**config.mk**
```make
export PLATFORM = sky130hd
export DESIGN_NAME = des_round_ctrl
export DESIGN_NICKNAME = d
export VERILOG_FILES = /design/src/rtl/des_pkg.sv /design/src/rtl/des_step_timer.sv /design/src/rtl/des_round_ctrl.sv
export SDC_FILE = /design/constraint.sdc
export NUM_CORES = 1
export LEC_CHECK = 0
export ABC_AREA = 0
export CORE_MARGIN = 4
export CORE_UTILIZATION = 42
export DETAILED_ROUTE_END_ITERATION = 10
export PLACE_DENSITY = 0.81
export SLEW_MARGIN = 20
export SYNTH_ARGS = -nofsm -noshare
export SYNTH_HDL_FRONTEND = slang
export SYNTH_SLANG_ARGS = --single-unit
```
**constraint.sdc**
```tcl
create_clock -name clk -period 5.9 [get_ports clk]
set_input_delay 0.885 -clock clk [delete_from_list [all_inputs] [get_ports clk]]
set_output_delay 0.885 -clock clk [all_outputs]
set_load 0.005 [all_outputs]
```
**src/rtl/des_pkg.sv**
```systemverilog
// Shared types, widths and step helpers for the DES round sequencer.
package des_pkg;

   localparam int unsigned HALF_W     = 32;
   localparam int unsigned KEY_W      = 48;
   localparam int unsigned BLOCK_W    = 64;
   localparam int unsigned ROUND_W    = 5;
   localparam int unsigned DES_ROUNDS = 16;
   localparam int unsigned NUM_STEPS  = 6;

   typedef enum logic [3:0] {
      StIdle,
      StEx,
      StXr,
      StAr,
      StSb,
      StSp,
      StRd,
      StNext,
      StDone,
      StErr
   } state_e;

   // Strobe vector bit order, LSB first: ex, xr, ar, sb, sp, rd.
   typedef logic [NUM_STEPS-1:0] step_vec_t;

   function automatic step_vec_t step_strobe(input state_e st);
      step_vec_t v;
      case (st)
         StEx:    v = 6'b000001;
         StXr:    v = 6'b000010;
         StAr:    v = 6'b000100;
         StSb:    v = 6'b001000;
         StSp:    v = 6'b010000;
         StRd:    v = 6'b100000;
         default: v = 6'b000000;
      endcase
      return v;
   endfunction

   function automatic state_e step_next(input state_e st);
      state_e n;
      case (st)
         StEx:    n = StXr;
         StXr:    n = StAr;
         StAr:    n = StSb;
         StSb:    n = StSp;
         StSp:    n = StRd;
         StRd:    n = StNext;
         default: n = StIdle;
      endcase
      return n;
   endfunction

endpackage

```
**src/rtl/des_step_timer.sv**
```systemverilog
// Per-step watchdog: counts cycles a strobe is held and flags expiry on the LIMIT-th cycle.
module des_step_timer #(
   parameter int unsigned LIMIT = 16
) (
   input  logic clk,
   input  logic rst,
   input  logic clr,
   input  logic en,
   output logic expired
);

   localparam int unsigned CNT_W = (LIMIT < 2) ? 1 : $clog2(LIMIT);
   localparam logic [CNT_W-1:0] LAST = CNT_W'(LIMIT - 1);

   logic [CNT_W-1:0] cnt_q, cnt_d;

   // Saturates at LAST so a held strobe can never wrap back to a fresh count.
   always_comb begin
      cnt_d = cnt_q;
      if (clr) begin
         cnt_d = '0;
      end else if (en && (cnt_q != LAST)) begin
         cnt_d = cnt_q + CNT_W'(1);
      end
   end

   always_ff @(posedge clk or posedge rst) begin
      if (rst) begin
         cnt_q <= '0;
      end else begin
         cnt_q <= cnt_d;
      end
   end

   assign expired = en && (cnt_q == LAST);

endmodule

```
**src/rtl/des_round_ctrl.sv**
```systemverilog
// DES round sequencer: steps the datapath strobes per round and feeds L/R back for NUM_ROUNDS.
// Optional macro DES_DECRYPT_EN adds a decrypt input that reverses the key-schedule round order.
module des_round_ctrl
   import des_pkg::*;
#(
   parameter int unsigned STEP_TIMEOUT = 16,
   parameter int unsigned NUM_ROUNDS   = DES_ROUNDS
) (
   input  logic               clk,
   input  logic               rst,
   input  logic               start,
   input  logic [BLOCK_W-1:0] block_in,
`ifdef DES_DECRYPT_EN
   input  logic               decrypt,
`endif
   output logic               busy,
   output logic               done,
   output logic               err,
   output logic [BLOCK_W-1:0] block_out,
   output logic [ROUND_W-1:0] round,
   output logic [HALF_W-1:0]  dp_left,
   output logic [HALF_W-1:0]  dp_right,
   output logic               dp_ex,
   output logic               dp_xr,
   output logic               dp_ar,
   output logic               dp_sb,
   output logic               dp_sp,
   output logic               dp_rd,
   input  logic               f_ex,
   input  logic               f_xr,
   input  logic               f_ar,
   input  logic               f_sb,
   input  logic               f_sp,
   input  logic               f_rd,
   input  logic [HALF_W-1:0]  rd_left,
   input  logic [HALF_W-1:0]  rd_right
);

   localparam logic [ROUND_W-1:0] LAST_ROUND = ROUND_W'(NUM_ROUNDS - 1);

   state_e             state_q, state_d;
   logic               gap_q, gap_d;
   logic [HALF_W-1:0]  left_q, left_d;
   logic [HALF_W-1:0]  right_q, right_d;
   logic [ROUND_W-1:0] rc_q, rc_d;
   logic               err_q, err_d;
   logic               done_q, done_d;
   logic [BLOCK_W-1:0] blk_q, blk_d;

   step_vec_t strobe;
   step_vec_t flags;
   logic      step_active;
   logic      flag_hit;
   logic      step_expired;

   assign flags = {f_rd, f_sp, f_sb, f_ar, f_xr, f_ex};

   // gap_q marks the forced all-low cycle after a step's flag was accepted.
   always_comb begin
      strobe      = gap_q ? '0 : step_strobe(state_q);
      step_active = |strobe;
      flag_hit    = |(strobe & flags);
   end

   des_step_timer #(
      .LIMIT (STEP_TIMEOUT)
   ) u_step_timer (
      .clk     (clk),
      .rst     (rst),
      .clr     (!step_active),
      .en      (step_active),
      .expired (step_expired)
   );

`ifdef DES_DECRYPT_EN
   logic dec_q, dec_d;
`endif

   always_comb begin
      state_d = state_q;
      gap_d   = gap_q;
      left_d  = left_q;
      right_d = right_q;
      rc_d    = rc_q;
      err_d   = err_q;
      done_d  = 1'b0;
      blk_d   = blk_q;
`ifdef DES_DECRYPT_EN
      dec_d   = dec_q;
`endif
      unique case (state_q)
         StIdle, StDone, StErr: begin
            if (start) begin
               left_d  = block_in[BLOCK_W-1:HALF_W];
               right_d = block_in[HALF_W-1:0];
               rc_d    = '0;
               err_d   = 1'b0;
               gap_d   = 1'b0;
`ifdef DES_DECRYPT_EN
               dec_d   = decrypt;
`endif
               state_d = StEx;
            end
         end
         StEx, StXr, StAr, StSb, StSp, StRd: begin
            if (gap_q) begin
               gap_d   = 1'b0;
               state_d = step_next(state_q);
            end else if (flag_hit) begin
               gap_d = 1'b1;
            end else if (step_expired) begin
               err_d   = 1'b1;
               state_d = StErr;
            end
         end
         StNext: begin
            left_d  = rd_left;
            right_d = rd_right;
            if (rc_q == LAST_ROUND) begin
               blk_d   = {rd_right, rd_left};
               done_d  = 1'b1;
               state_d = StDone;
            end else begin
               rc_d    = rc_q + ROUND_W'(1);
               state_d = StEx;
            end
         end
         default: begin
            state_d = StIdle;
            gap_d   = 1'b0;
         end
      endcase
   end

   always_ff @(posedge clk or posedge rst) begin
      if (rst) begin
         state_q <= StIdle;
         gap_q   <= 1'b0;
         left_q  <= '0;
         right_q <= '0;
         rc_q    <= '0;
         err_q   <= 1'b0;
         done_q  <= 1'b0;
         blk_q   <= '0;
      end else begin
         state_q <= state_d;
         gap_q   <= gap_d;
         left_q  <= left_d;
         right_q <= right_d;
         rc_q    <= rc_d;
         err_q   <= err_d;
         done_q  <= done_d;
         blk_q   <= blk_d;
      end
   end

`ifdef DES_DECRYPT_EN
   always_ff @(posedge clk or posedge rst) begin
      if (rst) begin
         dec_q <= 1'b0;
      end else begin
         dec_q <= dec_d;
      end
   end

   assign round = dec_q ? (LAST_ROUND - rc_q) : rc_q;
`else
   assign round = rc_q;
`endif

   always_comb begin
      busy = !((state_q == StIdle) || (state_q == StDone) || (state_q == StErr));
      {dp_rd, dp_sp, dp_sb, dp_ar, dp_xr, dp_ex} = strobe;
   end

   assign done      = done_q;
   assign err       = err_q;
   assign block_out = blk_q;
   assign dp_left   = left_q;
   assign dp_right  = right_q;

endmodule

```
**Yosys cells after proc, flatten, opt, wreduce, memory -nomap -nowiden**

Index checks and enable logic that the tools add are counted.

- Muxes and demuxes: 28
- Equal/unequal tests: 20
- Reduce and logical (&&, ||, !) cells: 18
- $add $sub $neg: 2
- Bitwise operators: 2

Operator list:

| operator | count |
|---|---|
| 32-bit one-hot mux with 2 select lines | 2 |
| 32-bit two-way mux | 2 |
| 6-bit one-hot mux with 6 select lines | 1 |
| 4-bit two-way mux | 7 |
| 3-bit one-hot mux with 6 select lines | 1 |
| 6-bit OR reduction | 3 |
| 4-bit by 3-bit equality test with 1-bit output, second input constant | 4 |
| 4-bit equality test, second input constant | 3 |
| 2-bit != test, second input constant | 6 |
| 4-bit one-hot mux with 3 select lines | 1 |
| 5-bit two-way mux | 2 |
| 5-bit one-hot mux with 2 select lines | 1 |
| 4-bit by 2-bit equality test with 1-bit output, second input constant | 2 |
| 1-bit two-way mux | 8 |
| 6-bit AND | 1 |
| 6-bit two-way mux | 1 |
| 3-bit != test, second input constant | 2 |
| 2-bit AND reduction | 3 |
| 3-bit AND reduction | 2 |
| 5-bit by 1-bit adder with 5-bit output, second input constant | 1 |
| 5-bit by 4-bit equality test with 1-bit output, second input constant | 1 |
| 5-bit AND reduction | 1 |
| 4-bit by 1-bit adder with 4-bit output, second input constant | 1 |
| 4-bit by 1-bit equality test with 1-bit output, second input constant | 1 |
| 10 further kinds | 13 |

- Flip-flop bits (word level): 144
- Bits of input ports: 137
- Output and inout bits: 142
- Logic and storage cells: 79

**Longest topological paths before layout**

- Depth after elaboration: 9
- Mapped depth: 8
- Mapped depth without buffers: 7

**Modules after synthesis**

Synthesis repeated with hierarchy kept, for this count alone.

- Cells, all modules: 663
- Area, all modules: 6125.9 µm²

By module, submodules not included:

| module | seq. area each (µm²) | cells an instance | times used | area an instance (µm²) |
|---|---|---|---|---|
| des_round_ctrl | 3503.4 | 640 | 1 | 5891.9 |
| des_step_timer | 100.1 | 23 | 1 | 234.0 |

**Least setup slack after synthesis**

OpenSTA, ideal clock, no wires.

- Path kind: flip-flop to output port
- Start point: register state_q[3]
- End point: output dp_sb
- Path buffers: 1
- Cell stages (with the launch flop): 4
- Path slack: 3867 ps
- Required time: 5015 ps
- Arrival: 1148 ps
- Cells stage by stage: dfrtp_1 buf_6 or4b_1 nor2_1

- Cells in the longest elaborated chain, start to end: 3
- Elaborated cells on any way between the ends: 8
- Those cells by class: eq/ne: 6; mux: 2

RTL lines:

| what | line | text |
|---|---|---|
| start, declared | des_round_ctrl.sv:41 | `state_e state_q, state_d;` |
| start signal, assigned | des_round_ctrl.sv:137 | `state_q <= StIdle;` |
| start signal, assigned | des_round_ctrl.sv:146 | `state_q <= state_d;` |
| 4-bit by 3-bit equality test with 1-bit output (tied with other cells) | des_pkg.sv:29 | `case (st)` |
| 6-bit one-hot mux with 6 select lines * | des_pkg.sv:29 |  |
| 6-bit two-way mux * | des_round_ctrl.sv:60 | `strobe = gap_q ? '0 : step_strobe(state_q);` |
| end, declared | des_round_ctrl.sv:26 | `output logic dp_sb,` |

Mark *: on every way between the ends. The rest lies on a longest branch, timed or not.

**Worst setup path after layout**

- Start point: register state_q[3]
- End point: output dp_rd

- Cells in the longest elaborated chain, start to end: 3
- Elaborated cells on any way between the ends: 8
- Those cells by class: eq/ne: 6; mux: 2

RTL lines:

| what | line | text |
|---|---|---|
| 4-bit by 3-bit equality test with 1-bit output (tied with other cells) | des_pkg.sv:29 |  |
| 6-bit one-hot mux with 6 select lines * | des_pkg.sv:29 |  |
| 6-bit two-way mux * | des_round_ctrl.sv:60 |  |
| end, declared | des_round_ctrl.sv:28 | `output logic dp_rd,` |

Marked as above.

==> reports/qor.txt <==
status: completed
Async S/R FF share, synth: 1.000
CTS Sinks: 144
combinational fraction of design power: 0.354
first-pass GRT wire length: 28.86 mm
crit path DAT: 2.12 ns
synthesized flop and latch total: 144
synth-to-layout area growth: 56.67%
CTS clk-pin slew, worst paths: 0.06 ns
Final setup viols: 0
die area: 16,440 um^2
total global-route track usage: 0.2221
Mapped Area: 6070 um^2
Critical Path RT: 5.02 ns
Clock Root Buffer: clkbuf_16
min-delay worst type: flop to flop
Tightest Pin Transition: 0.9499 ns
Total Nets Final: 946
# Post-CTS Setup Buffers: 0
Slew Limit Headroom: 0.3667
Static Leak: 3.977 nW
Reg2Reg Setup Slack: 3.48 ns
ys flop type: dfrtp_1
total grt overflow: 0
Num CTS Buffers: 17
number of core rows: 43
share of the synthesized area in the top cell type: 0.5937
largest area contributor in the netlist: dfrtp_1
Crit Path Class: flop to output pin
Mapped Cells: 539
Port Buffers: 278
worst path cell trace: or3b_2, nor2_2, clkdlybuf4s50_1
Mapped Nets: 679
Routed WL: 18.29 mm
CTS hold repair buffers: 0
Net Sw Frac: 0.3067
Post-synth EDFFs: 0
hold path depth: 1
CTS resizes: 0
core area: 14,040 um^2
final count of pins violating max slew: 0
Peak Freq: 332.3 MHz
synth unique cells: 44
CP top delay family: simple AND/OR/NAND/NOR gates
crit path buf inv count: 1
YS warnings: 0
Startpoint Class: flop
Placer Congestion: 0.8818
Tmin final: 3.009 ns
Reg power frac: 0.368
Initial Util: 0.4322
Seq/Total Area, Yosys: 0.5937
reg-to-reg critical path startpoint: round[0]
ANT cells: 0
Slowest-stage cell, CP: or3b_2
HPWL Detailed: 13.16 mm
Pwr per Cell Area: 409.6 nW/um^2
switching power: 1.195 mW
R2R depth: 5
Pint: 2.700 mW
Initial DRT Pass Iterations: 5
hold wc startpoint: block_out[9]
number of global-route vias before repair: 5,687
Final period util: 0.5101
Crit Path Max Fanout: 11
largest net degree at the start of global routing: 100
Fin Setup TNS: 0 ns
maxcap violations: 0
die width: 128.2 um
Synth top cells by count: dfrtp_1, nor2_1, o22ai_1
clk_lat worst skew: 0.41 ns
Synth area leaders: dfrtp_1, nor2_1, mux2_1, o22ai_1, mux2_2
CTS tree: done
vias: 5,248
critical path's largest stage delay: 0.53 ns
Post-Syn Area per Cell: 11.26 um^2
I/O pin cnt: 279
clock tree buffer depth: 2
Die Ht: 128.2 um
Worst Setup End Kind: output pin
Via-to-Cell Ratio: 5.264
Post-DRT Antenna Nets: 0
Worst VDD drop: 216.2 uV
RSZ-0062 raised after global routing: no
Overall Power: 3.895 mW
remaining design rule violation count: 0
Setup Skew: 0.008362 ns
Clk pwr share: 0.278
Final Hold Viols: 0
1st-iter DRT viols: 397
number of antenna violations at the first check in global routing: 0
Filler Cell Count: 1,056
layout cell share with drive strength beyond 1: 0.09302
CTS H-tree lvls: 4
Hold EP: block_out[9]
reg-to-reg critical path endpoint: block_out[44]
count leader, synth: dfrtp_1
WL/cell: 18.34 um
-- kinds of logic (layout without fill, tap and decap cells) --
| logic type | Yosys count | count (layout) | synth area share |
|---|---|---|---|
| fa+ha+maj | 3 | 3 | 0.006185 |
| buf+inv | 41 | 319 | 0.03896 |
| mux | 67 | 67 | 0.1237 |
| compound gates | 86 | 86 | 0.1006 |
| xor+xnor | 3 | 3 | 0.004330 |
| flops | 144 | 144 | 0.5937 |
| simple gates | 195 | 195 | 0.1326 |
-- layer usage --
| metal | part of all wire | global-route usage | routed length, um | up-vias |
|---|---|---|---|---|
| met3 | 0.088 | 0.07625 | 1605 | 25 |
| met2 | 0.51 | 0.3861 | 9386 | 224 |
| met1 | 0.38 | 0.2583 | 7035 | 2586 |
| met5 | 0 | 0 | 0 | - |
| li1 | - | - | - | 2413 |
| met4 | 0.014 | 0.06866 | 262 | 0 |
-- worst max path at each step --
stage / startpoint / endpoint / slack, ns / cells after the start
after floorplan: rst / block_out[0] / 1.15 / 1
after global placement: rst / block_out[0] / 3.24 / 3
after detailed placement: start / round[2] / 3.13 / 5
after CTS: state_q[1] / dp_sb / 2.87 / 3
after global routing: state_q[3] / dp_rd / 2.78 / 3
final: state_q[3] / dp_rd / 2.89 / 3
-- registers in the layout (all words and copies together) (netlist names) --
name and count:
done 1, dp_left 32, round 5, err 1, u_step_timer.cnt_q 4, dp_right 32, gap_q 1, state_q 4
block_out 64
-- power groups by stage --
stage	Clock (mW)	Sequential (mW)	Combinational [mW]
6_report	1.08	1.43	1.38
5_1_grt	1.15	1.47	1.52
4_1_cts	1.10	1.43	1.40
3_5_place_dp	0	1.45	1.39
3_3_place_gp	0	1.43	1.35
2_1_floorplan	0	1.43	0.621
-- layout by cell type (no fill, tap or decap), types with 4 or more instances in the layout --
| cell | synthesis | layout |
|---|---|---|
| buf_4 | 1 | 4 |
| nand2_1 | 44 | 43 |
| dfrtp_1 | 144 | 144 |
| clkdlybuf4s50_1 | 0 | 278 |
| nand2b_1 | 4 | 4 |
| a31oi_1 | 19 | 19 |
| o22ai_1 | 47 | 47 |
| mux2_1 | 38 | 38 |
| mux2_2 | 26 | 26 |
| inv_1 | 7 | 6 |
| nor2_1 | 128 | 128 |
| clkbuf_16 | 0 | 17 |
-- worst reg2reg max path, cell delays in order, from the launching register on --
cell and delay, ns:
dfrtp_1 0.43, ha_1 0.23, and3_1 0.19, ha_1 0.28
nand2_4 0.73, mux2_2 0.45
-- through the flow --
step	hold slack [ns]	std cells	instance area (um^2)	worst slack, ns	util
2_1_floorplan	0.4859	539	6070	1.149	-
3_3_place_gp	0.4736	967	8915	3.242	0.6349
3_5_place_dp	0.4799	967	8915	3.131	0.6349
4_1_cts	0.4922	997	9509	2.873	0.6772
5_1_grt	0.4952	997	9509	2.777	0.6772
6_report	0.4884	997	9509	2.891	0.6772
-- layout make-up --
cell class / instances / area [um^2] / share of cell area
clock buffers: 20 / 456.7 / 0.04803
repair buffers: 282 / 2813 / 0.2958
clock inverters: 10 / 137.6 / 0.01447
well taps: 180 / 225.2 / 0.02368
inverters: 7 / 31.28 / 0.003289
flip-flops and latches: 144 / 3603 / 0.3789
multi-input cells: 354 / 2242 / 0.2358
No activity file was read; power rests on OpenSTA's default activity.
==> RTL change 1 (config.mk and constraints unchanged) <==
Add a define of `DES_DECRYPT_EN`.
--- a/src/rtl/des_round_ctrl.sv
+++ b/src/rtl/des_round_ctrl.sv
@@ -2,2 +2,4 @@
 // Optional macro DES_DECRYPT_EN adds a decrypt input that reverses the key-schedule round order.
+`define DES_DECRYPT_EN
+
 module des_round_ctrl
Ports: changed (added decrypt); port bits go from 279 to 280. The function was not compared with the original's and may differ.
==> RTL change 1 against the original RTL <==
Cell area rose by 2.1%. Register-to-register slack got worse by 0.99 ns. Routed wire length fell by 0.39%. Worst hold slack got worse by 0.0021 ns. Synthesized cell count fell by 8.9%. Total power fell by 0.82%. Synthesized area rose by 2.1%. Worst setup slack got worse by 0.40 ns. Sequential cell count rose by 1. Fmax fell by 12%.
==> RTL change 1: results (changes against the original RTL) <==
metric,value,unit,change
outcome,finished clean,,unchanged
grt_max_degree,90,,was 100
place_congestion,0.797,,was 0.882
synth-xor-area-share,1.13,%,was 0.433%
critPathMaxFanout,57,,was 11
fin_cells,954,,was 997
placement.cell_area,9100,µm²,was 8910 µm²
ir_worst_vdd,0.000187,V,was 0.000216 V
largest_reg_flops,64,,unchanged
finalHoldViolations,0,,unchanged
dp_hpwl,13100,µm,was 13200 µm
wl_per_cell,19.1,µm,was 18.3 µm
synth_mux_area_share,12.5,%,was 12.4%
port_buffers,279,,was 278
syn-instance-count,491,,was 539
clock_skew,0.0115,ns,was 0.00836 ns
grt_pass1_wl,28500,µm,was 28900 µm
synth-compound-area-share,17.3,%,was 10.1%
drive_gt1_share,13.6,%,was 9.30%
synth_area_leaders,"dfrtp_1 (59%), mux2_2 (11%), o22a_1 (5.5%), o21a_1 (5.0%), a22oi_1 (3.1%)",,"was dfrtp_1 (59%), nor2_1 (7.9%), mux2_1 (7.1%), o22ai_1 (4.8%), mux2_2 (4.8%)"
yosysSeqAreaShare,58.5,%,was 59.4%
cpMaxStageDelayCell,nor3_4,,was or3b_2
arrival,3.70,ns,was 2.12 ns
antenna_found_initial,1,,was 0
grt_pass1_vias,5400,,was 5687
cp_top_family,simple AND/OR/NAND/NOR gates,,unchanged
synth_fp_nets,631,,was 679
track_usage,21.8,%,was 22.2%
dp.cells,923,,was 967
fin_nets,898,,was 946
critPathMaxStageDelay,0.75,ns,was 0.53 ns
first_pass_iters,4,,was 5
synthAdderAreaFrac,0.404,%,was 0.618%
vias,5033,,was 5248
fill_cells,1044,,was 1056
synth_cell_types,46,,was 44
synthTopCellsByCount,"dfrtp_1 (145), mux2_2 (62), o21a_1 (41)",,"was dfrtp_1 (144), nor2_1 (128), o22ai_1 (47)"
drt_iter0_drc,288,,was 397
tightest_slew,0.786,ns,was 0.950 ns
==> RTL change 1: changes by cell type in the layout (fill, tap and decap cells not counted), moves of 25 or more <==
cell     change
nand2_1     -34
o21a_1      +41
mux2_1      -36
nor2_1     -110
a22oi_1     +26
mux2_2      +36
o22ai_1     -46
o21ai_0     +25
o22a_1      +38
==> RTL change 1: cell families (layout without fill, tap and decap cells) <==
group                    count (synthesis)  count (layout)
AO/OA/AOI/OAI                          146             146
multiplexers                            69              69
AND/OR/NAND/NOR                         58              58
buffers and inverters                   63             342
adder cells (fa/ha/maj)                  2               2
flip-flops                             145             145
XOR/XNOR                                 8               8
==> RTL change 1: final cells by class <==
| type | instances | area (µm²) | area share (%) |
|---|---|---|---|
| Clock buffer | 22 | 474 | 4.89 |
| Multi-Input combinational cell | 283 | 2310 | 23.8 |
| Inverter | 29 | 114 | 1.17 |
| Tap cell | 184 | 230 | 2.37 |
| Clock inverter | 9 | 130 | 1.34 |
| Sequential cell | 145 | 3630 | 37.4 |
| Timing Repair Buffer | 282 | 2820 | 29.0 |
==> RTL change 1: per-layer routing <==
layer  share of wire, %  global-route usage, %  wire length (µm)
met5              0.071                      0                13
met4                2.8                   8.68               517
met2                 51                   36.9              9260
met3                7.9                   7.79              1430
met1                 38                   25.2              7000
==> RTL change 1: path summary, 6_finish.rpt <==
path,start,endpoint,slack [ns],cells past startpoint
worst max register to register,state_q[2],block_out[58],2.49,4
min in group asynchronous,rst,block_out[16],0.97,2
worst min register to register,dp_left[27],dp_left[27],0.49,1
worst min-delay path,dp_left[27],dp_left[27],0.49,1
worst max-delay path,state_q[2],block_out[58],2.49,4
max in group asynchronous,rst,dp_left[8],3.66,3
==> RTL change 1: worst register-to-register path, delay by kind of cell (launching register included) <==
| family | cells | cell delay [ns] |
|---|---|---|
| AND/OR/NAND/NOR | 2 | 1.45 |
| buffers and inverters | 1 | 0.71 |
| flip-flops | 1 | 0.65 |
| multiplexers | 1 | 0.47 |
==> RTL change 1: per-stage QoR <==
step           setup WS, ns  total power, µW
6_report               2.49             3860
3_3_place_gp           2.72             2730
2_1_floorplan          1.12             2020
3_5_place_dp           2.53             2790
5_1_grt                2.28             4080
4_1_cts                2.51             3900
==> RTL change 1: where the power goes <==
group	internal, µW	total (µW)	switching [µW]
Clock	696	1100	400
Combinational	790	1340	554
Sequential	1240	1420	182
==> RTL change 2 (config.mk and constraints unchanged) <==
Made on the original files. Re-encode `state_e` (10 states) as one-hot, 10 bits wide.
--- a/src/rtl/des_pkg.sv
+++ b/src/rtl/des_pkg.sv
@@ -10,13 +10,13 @@
 
-   typedef enum logic [3:0] {
-      StIdle,
-      StEx,
-      StXr,
-      StAr,
-      StSb,
-      StSp,
-      StRd,
-      StNext,
-      StDone,
-      StErr
+   typedef enum logic [9:0] {
+      StIdle = 10'b0000000001,
+      StEx   = 10'b0000000010,
+      StXr   = 10'b0000000100,
+      StAr   = 10'b0000001000,
+      StSb   = 10'b0000010000,
+      StSp   = 10'b0000100000,
+      StRd   = 10'b0001000000,
+      StNext = 10'b0010000000,
+      StDone = 10'b0100000000,
+      StErr  = 10'b1000000000
    } state_e;
Behaviour: no difference found for any inputs over 4 cycles, from zero or initial values and one cycle with rst high; so few cycles prove little.
==> RTL change 2 against the original RTL <==
Worst setup slack lost 0.58 ns. Worst hold slack gained 0.0020 ns. Synthesized area grew 12%. Cell area grew 8.0%. Routed wire length grew 1.4%. Highest routed layer unchanged. Total power shrank 7.1%. Non-clock buffer count grew 1. Sequential cell count grew 6. Largest cell class unchanged.
==> RTL change 2: results (changes against the original RTL) <==
metric,value,unit,change
synth-xor-area-share,0.388,%,was 0.433%
synth_area_leaders,"dfrtp_1 (55%), mux2i_1 (9.6%), mux2_4 (8.9%), a21oi_1 (4.9%), nor2_1 (4.4%)",,"was dfrtp_1 (59%), nor2_1 (7.9%), mux2_1 (7.1%), o22ai_1 (4.8%), mux2_2 (4.8%)"
drt_iter0_drc,342,,was 397
wl_per_cell,17.7,µm,was 18.3 µm
grt_max_degree,107,,was 100
cts_root_buffer,clkbuf_16,,unchanged
synth_cell_types,52,,was 44
fin_nets,961,,was 946
drive_gt1_share,12.8,%,was 9.30%
cts.path.max_buffers,2,,unchanged
max_cap_viol_count,0,,unchanged
clock_skew,0.0106,ns,was 0.00836 ns
postCtsResizedCells,0,,unchanged
place_congestion,0.887,,was 0.882
drt-total-wl,18500,µm,was 18300 µm
synthAdderAreaFrac,0.554,%,was 0.618%
cts.htree.levels,4,,unchanged
ys.flop_type,dfrtp_1,,unchanged
synth_fp_nets,694,,was 679
ir_worst_vdd,0.000190,V,was 0.000216 V
yosysSeqAreaShare,55.4,%,was 59.4%
antenna_cells,0,,unchanged
critPathMaxFanout,13,,was 11
dp_hpwl,13300,µm,was 13200 µm
fill_cells,1234,,was 1056
grt_pass1_vias,5496,,was 5687
hold_class,flip-flop to flip-flop,,unchanged
grt_pass1_wl,29100,µm,was 28900 µm
insertion_delay,0.42,ns,
track_usage,20.2,%,was 22.2%
outcome,finished clean,,unchanged
async_flop_share,100,%,unchanged
preCtsSetupSlack,2.40,ns,was 3.13 ns
ant_nets,0,,unchanged
synth-compound-area-share,8.14,%,was 10.1%
largest_reg_flops,64,,unchanged
port_buffers,278,,unchanged
placement.cell_area,9660,µm²,was 8910 µm²
synth_mux_area_share,22.6,%,was 12.4%
first_pass_iters,4,,was 5
synthTopCellsByCount,"dfrtp_1 (149), nor2_1 (80), a21oi_1 (66)",,"was dfrtp_1 (144), nor2_1 (128), o22ai_1 (47)"
cts_buffers,17,,unchanged
tightest_slew,0.991,ns,was 0.950 ns
dp.cells,1018,,was 967
antenna_found_initial,0,,unchanged
reg2regPathDepth,7,,was 5
ys.warnings.count,0,,unchanged
cts.clk_slew.worst_paths,0.06,ns,about the same
p_leak,0.00483,µW,was 0.00398 µW
cts_setup_buffers,0,,unchanged
arrival,2.71,ns,was 2.12 ns
holdPathStages,1,,unchanged
vias,5264,,was 5248
syn-instance-count,554,,was 539
-- RTL change 2: changes by cell type after synthesis, sizes merged, moves of 6 or more --
cell	unedited run	this run
a21oi	4	66
nor2	129	81
nand2	44	8
clkbuf	7	14
mux2i	3	65
buf	27	21
a31oi	19	1
o22ai	47	1
-- RTL change 2: power by group --
part / internal (µW) / leakage (µW) / total, µW / switching (µW)
Combinational: 625 / 0.00264 / 1110 / 485
Clock: 691 / 0.000291 / 1110 / 423
Sequential: 1260 / 0.00190 / 1390 / 133
-- RTL change 2: stage by stage --
step	utilization, %	total power (µW)
5_1_grt	64.9	3830
3_5_place_dp	61.1	2530
3_3_place_gp	61.1	2490
4_1_cts	64.9	3660
6_report	64.9	3620
2_1_floorplan	-	1850
-- RTL change 2: final cells by class --
class                      instances  share of cell area, %
sequential                       150                   36.5
timing repair buffer             283                   27.5
multi-input combinational        362                   27.1
clock buffer                      22                   4.52
tap                              216                   2.63
clock inverter                    10                   1.41
inverter                           7                  0.304
-- RTL change 2: kinds of logic after synthesis --
kind of cell | Yosys count
adders and majority gates | 3
buffers and inverters | 42
AOI/OAI and AO/OA | 95
xor gates and xnor gates | 3
muxes | 130
and+or+nand+nor | 131
DFF | 150
-- RTL change 2: final timing paths --
check | startpoint | endpoint | slack (ns)
max in group asynchronous | rst | dp_right[15] | 3.64
min in group asynchronous | rst | dp_right[6] | 1.02
worst min-delay path | err | err | 0.49
worst min register to register | err | err | 0.49
worst max-delay path | state_q[3] | busy | 2.31
worst max register to register | state_q[3] | round[0] | 2.38
-- RTL change 2: critical path, stage by stage (launching register included) --
cell             delay, ns
dfrtp_1               0.52
or2_2                 0.37
nor4_1                0.67
inv_1                 0.20
clkdlybuf4s50_1       0.52
-- RTL change 2: routing by layer --
metal | track usage (%) | vias to the layer above | part of all wire, %
met2 | 32.7 | 197 | 48
met5 | 0 | - | 0
li1 | - | 2517 | -
met4 | 7.05 | 0 | 2.4
met1 | 24.6 | 2518 | 41
met3 | 8.23 | 32 | 9.0
